==> config.mk <==
export PLATFORM = sky130hd
export DESIGN_NAME = collatz_range
export DESIGN_NICKNAME = d
export VERILOG_FILES = /design/src/rtl/collatz_pkg.sv /design/src/rtl/collatz_iter.sv /design/src/rtl/collatz_range.sv
export SDC_FILE = /design/constraint.sdc
export NUM_CORES = 2
export LEC_CHECK = 0
export CORE_ASPECT_RATIO = 1.4
export CORE_MARGIN = 2
export CORE_UTILIZATION = 41
export CTS_BUF_LIST = sky130_fd_sc_hd__clkbuf_2
export DETAILED_ROUTE_END_ITERATION = 10
export SLEW_MARGIN = 20
export SYNTH_ARGS = -nofsm -noshare
export SYNTH_HDL_FRONTEND = slang
export SYNTH_SLANG_ARGS = --single-unit
==> constraint.sdc <==
create_clock -name clk -period 11.8 [get_ports clk]
set_input_delay 1.77 -clock clk [delete_from_list [all_inputs] [get_ports clk]]
set_output_delay 1.77 -clock clk [all_outputs]
set_load 0.05 [all_outputs]
==> src/rtl/collatz_pkg.sv <==
// rtl/collatz_pkg.sv - shared defaults, saturation constant and state encoding for collatz_range
package collatz_pkg;

  localparam int RAM_WORDS_DEF     = 256;
  localparam int RAM_ADDR_BITS_DEF = 8;
  localparam int N_BITS_DEF        = 32;
  localparam int COUNT_BITS_DEF    = 16;

  localparam logic [COUNT_BITS_DEF-1:0] COUNT_SAT = '1;

  typedef enum logic [2:0] {
    ST_IDLE  = 3'd0,
    ST_LOAD  = 3'd1,
    ST_ITER  = 3'd2,
    ST_WRITE = 3'd3,
    ST_FIN   = 3'd4
  } state_e;

endpackage

==> src/rtl/collatz_iter.sv <==
// rtl/collatz_iter.sv - single Collatz iterator: one step per clock, term counter, overflow detect
module collatz_iter
  import collatz_pkg::*;
#(
  parameter int N_BITS     = N_BITS_DEF,
  parameter int COUNT_BITS = COUNT_BITS_DEF
) (
  input  logic                  clk,
  input  logic                  reset,
  input  logic                  ld,
  input  logic [N_BITS-1:0]     n_in,
  output logic                  fin,
  output logic [COUNT_BITS-1:0] cnt
);

  logic [N_BITS-1:0]     n_q, n_d;
  logic [COUNT_BITS-1:0] cnt_q, cnt_d;
  logic                  ovf_q, ovf_d;
  logic [N_BITS+1:0]     triple;
  logic                  at_end;
  logic                  ovf_now;

  always_comb begin
    triple  = {2'b00, n_q} + {1'b0, n_q, 1'b0} + {{(N_BITS+1){1'b0}}, 1'b1};
    at_end  = (n_q[N_BITS-1:1] == '0);
    ovf_now = n_q[0] && (triple[N_BITS+1:N_BITS] != 2'b00);
    // Once finished the iterator freezes, so the result stays valid through WRITE and idle.
    fin     = at_end || ovf_q || ovf_now;

    n_d   = n_q;
    cnt_d = cnt_q;
    ovf_d = ovf_q;
    if (ld) begin
      n_d   = n_in;
      cnt_d = COUNT_BITS'(1);
      ovf_d = 1'b0;
    end else if (!at_end && !ovf_q) begin
      if (ovf_now) begin
        ovf_d = 1'b1;
      end else begin
        n_d   = n_q[0] ? triple[N_BITS-1:0] : (n_q >> 1);
        cnt_d = (&cnt_q) ? cnt_q : cnt_q + COUNT_BITS'(1);
      end
    end

    if (n_q == '0) begin
      cnt = '0;
    end else if (ovf_q) begin
      cnt = '1;
    end else begin
      cnt = cnt_q;
    end
  end

  always_ff @(posedge clk) begin
    if (reset) begin
      n_q   <= '0;
      cnt_q <= '0;
      ovf_q <= 1'b0;
    end else begin
      n_q   <= n_d;
      cnt_q <= cnt_d;
      ovf_q <= ovf_d;
    end
  end

endmodule

==> src/rtl/collatz_range.sv <==
// rtl/collatz_range.sv - computes Collatz lengths for RAM_WORDS consecutive values, then serves them by address
module collatz_range
  import collatz_pkg::*;
#(
  parameter int RAM_WORDS     = RAM_WORDS_DEF,
  parameter int RAM_ADDR_BITS = RAM_ADDR_BITS_DEF,
  parameter int N_BITS        = N_BITS_DEF,
  parameter int COUNT_BITS    = COUNT_BITS_DEF
) (
  input  logic                  clk,
  input  logic                  reset,
  input  logic                  go,
  input  logic [N_BITS-1:0]     start,
  output logic                  done,
  output logic                  busy,
  output logic [COUNT_BITS-1:0] count
);

  state_e                   state_q, state_d;
  logic [RAM_ADDR_BITS-1:0] idx_q, idx_d;
  logic [N_BITS-1:0]        base_q, base_d;
  logic                     done_q, done_d;
  logic                     busy_q, busy_d;
  logic [COUNT_BITS-1:0]    count_q, count_d;
  logic [COUNT_BITS-1:0]    ram [RAM_WORDS];

  logic                  ld;
  logic                  fin;
  logic [COUNT_BITS-1:0] cnt;
  logic [N_BITS-1:0]     n_in;

  assign n_in = base_q + N_BITS'(idx_q);

  collatz_iter #(
    .N_BITS    (N_BITS),
    .COUNT_BITS(COUNT_BITS)
  ) u_iter (
    .clk  (clk),
    .reset(reset),
    .ld   (ld),
    .n_in (n_in),
    .fin  (fin),
    .cnt  (cnt)
  );

  always_comb begin
    state_d = state_q;
    idx_d   = idx_q;
    base_d  = base_q;
    busy_d  = busy_q;
    ld      = 1'b0;
    case (state_q)
      ST_IDLE: begin
        if (go) begin
          base_d  = start;
          idx_d   = '0;
          busy_d  = 1'b1;
          state_d = ST_LOAD;
        end
      end
      ST_LOAD: begin
        ld      = 1'b1;
        state_d = ST_ITER;
      end
      ST_ITER: begin
        if (fin) state_d = ST_WRITE;
      end
      ST_WRITE: begin
        if (idx_q == RAM_ADDR_BITS'(RAM_WORDS-1)) begin
          state_d = ST_FIN;
        end else begin
          idx_d   = idx_q + RAM_ADDR_BITS'(1);
          state_d = ST_LOAD;
        end
      end
      ST_FIN: begin
        busy_d  = 1'b0;
        state_d = ST_IDLE;
      end
      default: state_d = ST_IDLE;
    endcase

    done_d = (state_q == ST_FIN);
    // The read port is only live while idle and not about to start a run.
    count_d = (state_q == ST_IDLE && !go) ? ram[start[RAM_ADDR_BITS-1:0]] : '0;
  end

  always_ff @(posedge clk) begin
    if (state_q == ST_WRITE) begin
      ram[idx_q] <= cnt;
    end
  end

  always_ff @(posedge clk) begin
    if (reset) begin
      state_q <= ST_IDLE;
      idx_q   <= '0;
      base_q  <= '0;
      done_q  <= 1'b0;
      busy_q  <= 1'b0;
      count_q <= '0;
    end else begin
      state_q <= state_d;
      idx_q   <= idx_d;
      base_q  <= base_d;
      done_q  <= done_d;
      busy_q  <= busy_d;
      count_q <= count_d;
    end
  end

  assign done  = done_q;
  assign busy  = busy_q;
  assign count = count_q;

endmodule

==> results.ini <==
[status]
status=finished, final reports clean

[sta]
maxSlewHeadroom=0.0905
tightestPinTransition_ns=1.36
period_share=0.457
drv_slew=0
tns_ns=0
fmax_mhz=185
setup_viol=0
fin_skew_ns=0.197
post-route-min-period_ns=5.39
hold_violations=0
rsz0062_at_grt=false

[cts]
post_cts_resized=0
tritoncts=yes
cts-hold-fix-buffers=1
path_clk_slew_ns=0.11
cts_buffers=904
cts_root_buf=clkbuf_2
clock_sinks=4206
cts_max_level=6
cts_setup_buffers=0
cts_buffer_depth=4
clock_latency_ns=2.10

[global_routing]
grt_pass1_wl_mm=611
antenna_found_initial=28
grtUsageTotal=0.210
grt_pass1_vias=84400
grt-ovfl-total=0
grt_max_degree=205

[setup_path]
r2r_end=ram[58][9]
r2r_slack_ns=6.53
reg2reg_from=u_iter.n_q[0]
path_class=reg2out
critPathArrivalTime_ns=3.62
startpoint=count[3]
path_delay_family=buffers and inverters
path_buf_inv=1
worstSetupEndpoint=count[3]
worst_path_largest_cell_delay_ns=0.91
worst-path-stages=1
required_ns=10.03
worstPathMaxFanout=1
cpMaxStageDelayCell=clkdlybuf4s50_1
reg2reg_depth=9
cp-start-kind=flip-flop
worstPathCellList=clkdlybuf4s50_1
cp-end-kind=output port

[drt]
vias=80600
routed_via_density=5.73
ant_nets=0
wl_mm=431
drc=0
wl_per_cell_um=30.6
drt_iter0_markers=7958
dr.pass1.iters=6

[final_layout]
fillerInstances=33700
final_util=0.454
multiInputGateArea_mm2=0.0377
drive_gt1_frac=0.363
seq_area_mm2=0.125
syn2layout_area_growth_pct=10.5
nets=8244

[floorplan]
rows=275
die_y_um=753
top_level_ports=53
die_w_um=539
floorplan.initialDensity=0.411
die-area_mm2=0.406
core_region_area_mm2=0.400

[power_and_ir_drop]
combPwrFrac=0.084
sw_frac_of_total=0.257
p_sw_mw=7.19
pwr-share-clk=0.316
vdd_drop_max_mv=0.189
p_seq_frac=0.600
p_int_mw=20.8
power.leakage_nw=63.6
power.density_mw_per_mm2=154

[worst_hold_path]
hold_class=in2reg

[yosys]
async_reset_ff_frac=0
yosys.cell_types.count=67
yosysSeqAreaShare=0.762
synthTopCellsByArea=edfxtp_1, mux4_2, dfxtp_1
netlist.top_cell.by_area=edfxtp_1
syn_inst=7205
ys_seq_elements=4206
yosysWarnings=0
synth_top_area_frac=0.749
postSynthAreaPerCell_um2=22.8
synth_area_mm2=0.164
synth_edf_count=4096
ys.flop_type=edfxtp_1
syn_nets=7321

[run]
drv_cap=0

[place]
portBuffers=52
hpwlAfterDp_mm=246
gp_congestion=0.852

[layout make-up]
type                            instances  share of cell area
Sequential cell                      4206               0.690
Multi-Input combinational cell       2544               0.208
Tap cell                             5263              0.0363
Clock buffer                         1278              0.0352
Timing Repair Buffer                  421              0.0203
Clock inverter                        294             0.00955
Inverter                               51             0.00105
Antenna cell                           22            0.000303
[flip-flops by register name (all words and copies together) (netlist names), named ones only]
name / cells
u_iter.ovf_q: 1
state_q: 3
u_iter.n_q: 31
done: 1
count: 16
busy: 1
idx_q: 8
base_q: 32
u_iter.cnt_q: 16
ram: 4096
[cells in the mapped netlist (7+ instances only)]
library cell / number
edfxtp_1: 4096
mux4_2: 1344
nor2_1: 368
clkbuf_1: 303
nand2_1: 175
a21oi_1: 119
dfxtp_1: 110
buf_1: 93
ha_1: 79
inv_1: 51
nand3_1: 45
mux2i_1: 40
o21ai_0: 39
xnor2_1: 32
xor2_1: 28
a211oi_1: 27
a21o_1: 19
and3_1: 19
nand4_1: 19
nor3_1: 19
o22ai_1: 16
nor2b_1: 14
a31oi_1: 12
o211ai_1: 12
or3_1: 10
o21a_1: 9
o41ai_1: 8
a211o_1: 7
and2_1: 7
buf_2: 7
[power groups by stage]
stage               logic [mW]  clock network, mW  registers, mW
finish                    2.35               8.86           16.8
global route              2.54               9.83           16.8
CTS                       2.36               9.15           16.8
detailed placement        2.36                  0           17.1
global placement          2.32                  0           17.1
floorplan                 1.47                  0           17.3
[metrics by stage]
step	hold WS, ns	area (µm²)	std cells	setup slack, ns	power (mW)
finish	0.261	182000	14100	6.41	28.0
global route	0.0890	181000	14100	6.25	29.2
CTS	0.0442	181000	14100	6.21	28.3
detailed placement	0.453	173000	12500	5.09	19.5
global placement	0.458	173000	12500	5.08	19.4
floorplan	0.436	164000	7205	3.07	18.7
[layout by cell type (no fill, tap or decap), types with 20 or more instances in the layout]
cell             netlist  routed
edfxtp_1            4096    4096
mux4_2              1344    1344
clkbuf_2               0    1278
buf_4                  0     339
nor2_1               368     286
clkinv_1               0     217
nand2_1              175     169
a21oi_1              119     119
dfxtp_1              110     109
ha_1                  79      79
nor2_2                 0      59
inv_1                 51      51
nand3_1               45      44
clkdlybuf4s50_1        0      44
mux2i_1               40      40
o21ai_0               39      39
clkinv_2               0      35
xnor2_1               32      32
xor2_1                28      28
a211oi_1              27      27
buf_12                 0      24
nor2_4                 0      23
diode_2                0      22
bufinv_16              0      20
[worst min-delay path by stage]
stage | end | cells after the start | start
2_1_floorplan | base_q[30] | 2 | base_q[30]
3_3_place_gp | base_q[5] | 2 | base_q[5]
3_5_place_dp | base_q[4] | 2 | base_q[4]
4_1_cts | base_q[23] | 3 | start[23]
5_1_grt | base_q[21] | 3 | start[21]
6_report | base_q[23] | 3 | start[23]
[per-layer routing]
metal | global-route usage | part of all wire
met5 | 0 | 0.00024
met4 | 0.0767 | 0.035
met3 | 0.0377 | 0.065
met2 | 0.371 | 0.53
met1 | 0.256 | 0.37
[kinds of logic after synthesis]
kind of cell / synth area share
flops: 0.762
buf+inv: 0.0105
fa+ha+maj: 0.00626
simple gates: 0.0185
compound gates: 0.0124
mux: 0.187
xor+xnor: 0.00320
No activity file was read; power rests on OpenSTA's default activity.
